**config.mk**
```make
export PLATFORM = sky130hd
export DESIGN_NAME = alu_share_arbiter
export DESIGN_NICKNAME = d
export VERILOG_FILES = /design/src/rtl/alu_arb_pkg.sv /design/src/rtl/alu_share_arbiter_rr_arb2.sv /design/src/rtl/alu_share_arbiter.sv
export SDC_FILE = /design/constraint.sdc
export NUM_CORES = 1
export LEC_CHECK = 0
export CORE_AREA = 5 5 147 107
export CTS_BUF_LIST = sky130_fd_sc_hd__clkbuf_8
export DETAILED_ROUTE_END_ITERATION = 16
export DIE_AREA = 0 0 152 112
export PLACE_DENSITY = 0.9
export SLEW_MARGIN = 20
export SYNTH_ARGS = -nofsm -noshare
export SYNTH_HDL_FRONTEND = slang
export SYNTH_SLANG_ARGS = --single-unit
```
**constraint.sdc**
```tcl
create_clock -name clk_i -period 1.6 [get_ports clk_i]
set_clock_uncertainty 0.1 [all_clocks]
set_input_delay 0.16 -clock clk_i [delete_from_list [all_inputs] [get_ports clk_i]]
set_output_delay 0.16 -clock clk_i [all_outputs]
set_load 0.03 [all_outputs]
```
**src/rtl/alu_arb_pkg.sv**
```systemverilog
// Shared definitions for the alu_share_arbiter slice: FSM state encoding,
// ALU op-code constants and default datapath widths.
package alu_arb_pkg;

  localparam int DATA_W_DEF = 32;
  localparam int CTRL_W_DEF = 3;

  typedef enum logic [1:0] {
    ST_IDLE = 2'd0,
    ST_EXEC = 2'd1,
    ST_RESP = 2'd2
  } arb_state_e;

  // Op codes understood by the external ALU. The arbiter never decodes them;
  // they are here so requesters and benches share one definition.
  localparam logic [2:0] OP_AND  = 3'b000;
  localparam logic [2:0] OP_XOR  = 3'b001;
  localparam logic [2:0] OP_SLL  = 3'b010;
  localparam logic [2:0] OP_ADDI = 3'b011;
  localparam logic [2:0] OP_SUB  = 3'b100;
  localparam logic [2:0] OP_MUL  = 3'b101;
  localparam logic [2:0] OP_ADD  = 3'b110;
  localparam logic [2:0] OP_SRAI = 3'b111;

endpackage

```
**src/rtl/alu_share_arbiter_rr_arb2.sv**
```systemverilog
// rr_arb2: two-way round-robin grant. Purely combinational; the caller owns
// the pointer register. When upd_i is set the pointer moves to the requester
// that did not just finish, and that updated pointer already decides the
// grant, so a same-edge re-arbitration sees the new priority.
module rr_arb2 (
  input  logic [1:0] valid_i,
  input  logic       ptr_i,
  input  logic       upd_i,
  input  logic       upd_owner_i,
  output logic [1:0] gnt_o,
  output logic       ptr_o
);

  // Pointer update and grant selection.
  // NOTE: every output of a combinational block gets a default first, so no
  // path leaves it unassigned and no latch is inferred.
  always_comb begin
    ptr_o = ptr_i;
    gnt_o = valid_i;
    if (upd_i) begin
      ptr_o = ~upd_owner_i;
    end
    if (valid_i == 2'b11) begin
      gnt_o = ptr_o ? 2'b10 : 2'b01;
    end
  end

endmodule

```
**src/rtl/alu_share_arbiter.sv**
```systemverilog
// alu_share_arbiter: shares one external combinational ALU between two
// requesters. IDLE arbitrates and latches operands, EXEC drives the ALU for
// one cycle and captures its result, RESP holds the result for the owner
// until it is taken. The round-robin pointer only moves when a response is
// consumed, so a requester that lost contention is served next.
//
// Optional build macro: ALU_ARB_BACKTOBACK_EN. When defined, arbitration also
// runs in RESP on the response-handshake edge, allowing one accept every two
// cycles. When undefined, RESP always returns to IDLE (three-cycle spacing).
module alu_share_arbiter
  import alu_arb_pkg::*;
#(
  parameter int DATA_W  = DATA_W_DEF,
  parameter int CTRL_W  = CTRL_W_DEF,
  parameter int RR_INIT = 0
) (
  input  logic              clk_i,
  input  logic              rst_i,

  input  logic              req0_valid_i,
  output logic              req0_ready_o,
  input  logic [DATA_W-1:0] req0_data1_i,
  input  logic [DATA_W-1:0] req0_data2_i,
  input  logic [CTRL_W-1:0] req0_ctrl_i,

  input  logic              req1_valid_i,
  output logic              req1_ready_o,
  input  logic [DATA_W-1:0] req1_data1_i,
  input  logic [DATA_W-1:0] req1_data2_i,
  input  logic [CTRL_W-1:0] req1_ctrl_i,

  output logic              rsp0_valid_o,
  input  logic              rsp0_ready_i,
  output logic [DATA_W-1:0] rsp0_data_o,
  output logic              rsp0_zero_o,

  output logic              rsp1_valid_o,
  input  logic              rsp1_ready_i,
  output logic [DATA_W-1:0] rsp1_data_o,
  output logic              rsp1_zero_o,

  output logic [DATA_W-1:0] alu_data1_o,
  output logic [DATA_W-1:0] alu_data2_o,
  output logic [CTRL_W-1:0] alu_ctrl_o,
  input  logic [DATA_W-1:0] alu_data_i,
  input  logic              alu_zero_i
);

  arb_state_e        state_q, state_d;
  logic              rr_q, rr_d;
  logic              owner_q, owner_d;
  logic [DATA_W-1:0] data1_q, data1_d;
  logic [DATA_W-1:0] data2_q, data2_d;
  logic [CTRL_W-1:0] ctrl_q, ctrl_d;
  logic [DATA_W-1:0] res_q, res_d;
  logic              zero_q, zero_d;

  logic              rsp_hs;
  logic              arb_en;
  logic [1:0]        req_v;
  logic [1:0]        gnt;
  logic              rr_upd;
  logic              accept;

  // Response handshake and the window in which a new request may be granted.
  always_comb begin
    rsp_hs = (state_q == ST_RESP) & (owner_q ? rsp1_ready_i : rsp0_ready_i);
`ifdef ALU_ARB_BACKTOBACK_EN
    arb_en = (state_q == ST_IDLE) | rsp_hs;
`else
    arb_en = (state_q == ST_IDLE);
`endif
    req_v  = {req1_valid_i, req0_valid_i} & {2{arb_en}};
  end

  rr_arb2 u_rr_arb2 (
    .valid_i     (req_v),
    .ptr_i       (rr_q),
    .upd_i       (rsp_hs),
    .upd_owner_i (owner_q),
    .gnt_o       (gnt),
    .ptr_o       (rr_upd)
  );

  assign accept = |gnt;

  // Next-state, operand latch and result capture.
  always_comb begin
    state_d = state_q;
    rr_d    = rr_upd;
    owner_d = owner_q;
    data1_d = data1_q;
    data2_d = data2_q;
    ctrl_d  = ctrl_q;
    res_d   = res_q;
    zero_d  = zero_q;

    case (state_q)
      ST_IDLE: begin
        if (accept) state_d = ST_EXEC;
      end
      ST_EXEC: begin
        res_d   = alu_data_i;
        zero_d  = alu_zero_i;
        state_d = ST_RESP;
      end
      ST_RESP: begin
        if (rsp_hs) state_d = accept ? ST_EXEC : ST_IDLE;
      end
      default: state_d = ST_IDLE;
    endcase

    if (accept) begin
      owner_d = gnt[1];
      data1_d = gnt[1] ? req1_data1_i : req0_data1_i;
      data2_d = gnt[1] ? req1_data2_i : req0_data2_i;
      ctrl_d  = gnt[1] ? req1_ctrl_i  : req0_ctrl_i;
    end
  end

  // State and datapath registers; reset discards any operation in flight.
  // NOTE: sequential state uses non-blocking assignments only, so every
  // register samples the pre-edge values regardless of statement order.
  // NOTE: all registers here are plain flops, so every one is cleared on
  // reset; there is no memory array that would make this costly.
  always_ff @(posedge clk_i or negedge rst_i) begin
    if (!rst_i) begin
      state_q <= ST_IDLE;
      rr_q    <= 1'(RR_INIT);
      owner_q <= 1'b0;
      data1_q <= '0;
      data2_q <= '0;
      ctrl_q  <= '0;
      res_q   <= '0;
      zero_q  <= 1'b0;
    end else begin
      state_q <= state_d;
      rr_q    <= rr_d;
      owner_q <= owner_d;
      data1_q <= data1_d;
      data2_q <= data2_d;
      ctrl_q  <= ctrl_d;
      res_q   <= res_d;
      zero_q  <= zero_d;
    end
  end

  // Ready is gated by reset so nothing is acknowledged while rst_i is low.
  assign req0_ready_o = gnt[0] & rst_i;
  assign req1_ready_o = gnt[1] & rst_i;

  assign rsp0_valid_o = (state_q == ST_RESP) & ~owner_q;
  assign rsp1_valid_o = (state_q == ST_RESP) &  owner_q;
  assign rsp0_data_o  = res_q;
  assign rsp1_data_o  = res_q;
  assign rsp0_zero_o  = zero_q;
  assign rsp1_zero_o  = zero_q;

  // The ALU always sees the last latched operands, so it is quiet while idle.
  assign alu_data1_o  = data1_q;
  assign alu_data2_o  = data2_q;
  assign alu_ctrl_o   = ctrl_q;

endmodule

```
== After elaboration in Yosys (flattened, before gate mapping) ==
Index checks and enable logic that the tools add are counted.

* Register bits after elaboration: 104
* Output and inout port bits: 137
* Logic and storage cells: 34

* Equal/unequal tests: 5
* Mux-type cells: 11
* Bitwise gates (word level): 7
* Reduce and logical (&&, ||, !) cells: 3

{| class="wikitable"
|+ Operators with widths
! cell !! number
|-
| two-way mux 32 bit || 2
|-
| two-way mux 2 bit || 4
|-
| case mux 2 bit (3 select lines) || 1
|-
| bitwise AND 1 bit || 5
|-
| == test 2 bit (second input constant) || 2
|-
| two-way mux 1 bit || 3
|-
| two-way mux 3 bit || 1
|-
| bitwise AND 2 bit || 1
|-
| == test 2 x 1 -> 1 bit (second input constant) || 1
|-
| zero test 2 bit || 1
|-
| != test 2 x 1 -> 1 bit (second input constant) || 1
|-
| != test 2 bit (second input constant) || 1
|-
| AND reduction 2 bit || 1
|-
| OR reduction 2 bit || 1
|-
| inverter 1 bit || 1
|}

== Logic depth before layout (Yosys ltp) ==
* Depth after elaboration: 9
* Depth in mapped cells: 6
* Mapped depth without buffers: 4

== Hierarchy ==
From an unflattened synthesis, not the netlist that was laid out.

* Cells, all modules: 419
* Area, all modules: 4914.7 sq um

{| class="wikitable"
|+ Modules (own cells, without submodules)
! module !! times used !! cells an instance !! area an instance (sq um) !! seq. area each (sq um)
|-
| alu_share_arbiter || 1 || 414 || 4880.9 || 2602.5
|-
| rr_arb2 || 1 || 5 || 33.8 || 0.0
|}

== Worst setup path after synthesis ==
Ideal clock, no wire load.

* Path kind: register to output
* Start point: register owner_q
* End point: output port req1_ready_o
* Arrival time: 1.654 ns
* Path slack: -0.314 ns
* Stages on the path, launching flop included: 7
* Path buffers: 2
* Cells stage by stage: dfrtp_1 > nor4bb_1 > a21oi_1 > a31oi_2 > buf_4 > buf_4 > and2_1

* Cells in the longest elaborated chain, start to end: 6

{| class="wikitable"
|+ RTL lines
! element !! RTL line !! source
|-
| start, declared || alu_share_arbiter.sv:51 || <nowiki>logic owner_q, owner_d;</nowiki>
|-
| start signal, assigned || alu_share_arbiter.sv:139 || <nowiki>owner_q <= owner_d;</nowiki>
|-
| two-way mux 1 bit || alu_share_arbiter.sv:67 || <nowiki>rsp_hs = (state_q == ST_RESP) & (owner_q ? rsp1_ready_i : rsp0_ready_i);</nowiki>
|-
| bitwise AND 1 bit || alu_share_arbiter.sv:67 ||
|-
| two-way mux 1 bit (*) || alu_share_arbiter_rr_arb2.sv:20 || <nowiki>if (upd_i) begin</nowiki>
|-
| two-way mux 2 bit (*) || alu_share_arbiter_rr_arb2.sv:24 || <nowiki>gnt_o = ptr_o ? 2'b10 : 2'b01;</nowiki>
|-
| two-way mux 2 bit (*) || alu_share_arbiter_rr_arb2.sv:23 || <nowiki>if (valid_i == 2'b11) begin</nowiki>
|-
| bitwise AND 1 bit (*) || alu_share_arbiter.sv:150 || <nowiki>assign req1_ready_o = gnt[1] & rst_i;</nowiki>
|-
| end, declared || alu_share_arbiter.sv:27 || <nowiki>output logic req1_ready_o,</nowiki>
|}

Mark *: on every way between the ends. The rest lies on a longest branch, timed or not.

== Final worst setup path ==
* Start point: register state_q[0]
* End point: register data1_q[13] (netlist: alu_data1_o[13])

* Cells in the longest elaborated chain, start to end: 6

{| class="wikitable"
|+ RTL lines
! element !! RTL line !! source
|-
| start, declared || alu_share_arbiter.sv:49 || <nowiki>arb_state_e state_q, state_d;</nowiki>
|-
| start signal, assigned || alu_share_arbiter.sv:137 || <nowiki>state_q <= state_d;</nowiki>
|-
| == test 2 bit || alu_share_arbiter.sv:67 ||
|-
| bitwise AND 1 bit || alu_share_arbiter.sv:67 ||
|-
| two-way mux 1 bit || alu_share_arbiter_rr_arb2.sv:20 ||
|-
| two-way mux 2 bit || alu_share_arbiter_rr_arb2.sv:24 ||
|-
| two-way mux 2 bit (*) || alu_share_arbiter_rr_arb2.sv:23 ||
|-
| two-way mux 32 bit / OR reduction 2 bit (equally long branches) || alu_share_arbiter.sv:115, alu_share_arbiter.sv:85 ||
|-
| end signal, assigned || alu_share_arbiter.sv:140 || <nowiki>data1_q <= data1_d;</nowiki>
|-
| end, declared || alu_share_arbiter.sv:52 || <nowiki>logic [DATA_W-1:0] data1_q, data1_d;</nowiki>
|}

Marks and branches as above.
A chain may end at the register's enable or synchronous reset.

==> flow_metrics.py <==
metrics = {
    "job": {
        "maxCapViolCount": 0,
    },
    "floorplanning": {
        "start_util": 0.3206,
        "io_pins": 310,
        "dieWidth_um": 152,
        "core_um2": 14260,
        "die_area_um2": 17020,
        "die_h_um": 112,
        "rows": 37,
    },
    "layout": {
        "multi_input_area_um2": 1668,
        "area_growth_pct": 80.81,
        "num-nets-final": 825,
        "fillers": 1214,
        "instances_no_fill": 851,
        "antenna_cells": 0,
        "regArea_um2": 2603,
        "final_core_util": 0.5796,
        "mostFrequentLayoutCells": "clkdlybuf4s50_1 (171), dlygate4sd2_1 (133), dfrtp_1 (104), a21o_1 (68), a22o_1 (67)",
        "mostFrequentLayoutCell": "clkdlybuf4s50_1",
        "drive_gt1_frac": 0.1082,
        "postLayoutCellArea_um2": 8264,
    },
    "power_and_ir_drop": {
        "combPwrFrac": 0.625,
        "p_total_mw": 17.31,
        "p_int_mw": 9.160,
        "powerDensity_nw_per_um2": 2094,
        "clkPwrFrac": 0.098,
        "ir_drop_mv": 0.8991,
        "sequentialPowerShare": 0.277,
        "p_sw_frac": 0.4707,
        "leakage_nw": 4.147,
        "p_switching_mw": 8.147,
    },
    "synth": {
        "ys_types": 21,
        "synth_cells": 353,
        "ys_ff_latch": 104,
        "syn_area_um2": 4571,
        "ys_seq_area_frac": 0.5694,
        "synth-edff-count": 0,
        "synth_fp_nets": 526,
        "synth_warnings": 0,
        "syn_area_per_cell_um2": 12.95,
        "synthFlopType": "dfrtp_1",
        "async_flop_share": 1.000,
    },
    "worst_setup_path": {
        "r2r-start": "state_q[0]",
        "start_kind": "flip-flop",
        "crit_type": "reg2reg",
        "arrival_ns": 2.17,
        "path_depth": 8,
        "cp-startpoint": "state_q[0]",
        "rr_endpoint": "alu_data1_o[13]",
        "slowest_delay_ns": 0.46,
        "crit_buf_inv": 4,
        "crit_end": "alu_data1_o[13]",
        "crit_slowest_cell": "dfrtp_1",
        "regToRegSetupSlack_ns": -0.36,
        "worst-r2r-cell-count": 8,
        "path_max_fanout": 9,
        "crit_required_ns": 1.81,
        "path_delay_family": "buffers and inverters",
        "end_kind": "flip-flop",
        "crit_chain": "buf_6 -> or3b_4 -> a21oi_4 -> buf_4 -> buf_8 -> buf_16 -> a22o_1 -> a21o_1",
    },
    "drt": {
        "drt_iter0_markers": 204,
        "num_vias": 4207,
        "wirelength_um": 17650,
        "drc_errors": 0,
        "dr.pass1.iters": 4,
        "via_per_inst": 4.944,
        "wl_per_cell_um": 20.74,
        "ant_nets": 0,
    },
    "timing": {
        "setup_ws_ns": -0.3614,
        "max_freq_ghz": 0.5098,
        "hold_violations": 0,
        "finalSetupTns_ns": -21.93,
        "hold_slack_ns": 0.02940,
        "timing.final.crit_share": 1.226,
        "post-route-min-period_ns": 1.961,
        "rsz0062_at_grt": "yes",
        "slew-limit-headroom": 0.5676,
        "worst_pin_slew_ns": 0.6485,
        "setup_viol": 72,
        "drv_slew": 0,
    },
    "outcome": {
        "violations": "negative setup slack",
        "status": "complete, but fails checks",
    },
    "grt": {
        "grtUsageTotal": 0.1989,
        "busiest_layer": "met2",
        "gr-usage-met1": 0.2225,
        "antenna_found_initial": 0,
        "grt_pass1_wl_um": 27030,
        "grtUsageMet2": 0.3601,
        "grt.met3_usage": 0.06527,
        "grt-ovfl-total": 0,
        "grt_pass1_vias": 4669,
        "grt_max_degree": 55,
    },
    "clock_network": {
        "cts_sinks": 104,
        "clkTransAtPathRegs_ns": 0.11,
        "clock_latency_ns": 0.37,
        "cts_made_buffers": 9,
        "cts-root-buf": "clkbuf_8",
        "cts_tree": "yes",
        "cts_max_path_buffers": 2,
        "h-tree-depth": 3,
    },
    "place": {
        "place_hpwl_um": 12670,
        "placed_cell_area_um2": 7777,
        "place_inst": 815,
        "io_buffers": 309,
        "preCtsSetupSlack_ns": -0.3538,
        "gp_congestion": 0.8402,
    },
    "min_path": {
        "min_path_type": "in2async",
    },
}
-- how the worst min path moves through the flow --
stage / from / endpoint / slack (ns) / cells after the start
after floorplan: rst_i / alu_ctrl_o[0] / -0.24 / 0
after global placement: rst_i / alu_data2_o[10] / -0.11 / 1
after detailed placement: rst_i / alu_data2_o[10] / -0.11 / 1
after CTS: rst_i / alu_data2_o[10] / 0.02 / 2
after global routing: rst_i / alu_data2_o[10] / 0.03 / 2
final: rst_i / alu_data2_o[10] / 0.03 / 2
-- layout make-up --
| class | instances | area share |
|---|---|---|
| inverter | 3 | 0.001363 |
| clock inverter | 6 | 0.009387 |
| tap | 195 | 0.02952 |
| multi-input combinational | 188 | 0.2018 |
| sequential | 104 | 0.3149 |
| clock buffer | 9 | 0.01499 |
| timing repair buffer | 346 | 0.4280 |
-- sequential cells by signal, indices dropped and copies added, names as in the netlist --
name / cells
rsp0_zero_o: 1
owner_q: 1
rsp0_data_o: 32
alu_data2_o: 32
alu_data1_o: 32
alu_ctrl_o: 3
rr_q: 1
state_q: 2
-- synth_stat cells, drive strengths merged (2+ instances only) --
cell / number / share of area
dfrtp: 104 / 0.57
o21ai: 3 / 0.0033
a21oi: 4 / 0.0052
buf: 46 / 0.071
clkbuf: 12 / 0.0099
nor2: 4 / 0.0033
nand2b: 2 / 0.0027
nand2: 2 / 0.0016
mux2: 33 / 0.081
a21o: 68 / 0.11
a22o: 67 / 0.13
inv: 3 / 0.0025
-- cells by family (layout without fill, tap and decap cells) --
family,Yosys count,in the layout,share of synthesized area
flops,104,104,0.5694
mux,33,33,0.08130
simple gates,12,12,0.01423
buf+inv,61,364,0.08377
compound gates,143,143,0.2513
-- power groups by stage --
stage / clock network (mW) / logic, mW / registers, mW
after CTS: 1.76 / 10.9 / 4.78
after global placement: 0 / 11.0 / 4.76
final: 1.70 / 10.8 / 4.79
after detailed placement: 0 / 11.3 / 4.88
after global routing: 1.84 / 11.4 / 4.96
after floorplan: 0 / 4.39 / 7.21
-- what timing repair did --
| item | in CTS | in global routing |
|---|---|---|
| hold buffers | 1 | 0 |
| setup endpoints to repair | 205 | 72 |
| resized for setup | 151 | 22 |
| cloned | 8 | 0 |
| pin swaps | 6 | 37 |
| buffers inserted | 12 | 5 |
| hold endpoints to repair | 104 | 0 |
-- per-layer routing --
metal / wire length (µm) / up-vias
li1: - / 1864
met1: 6592 / 2109
met2: 9251 / 198
met3: 1331 / 36
met4: 473 / 0
met5: 0 / -
(Power assumes the default switching activity.)
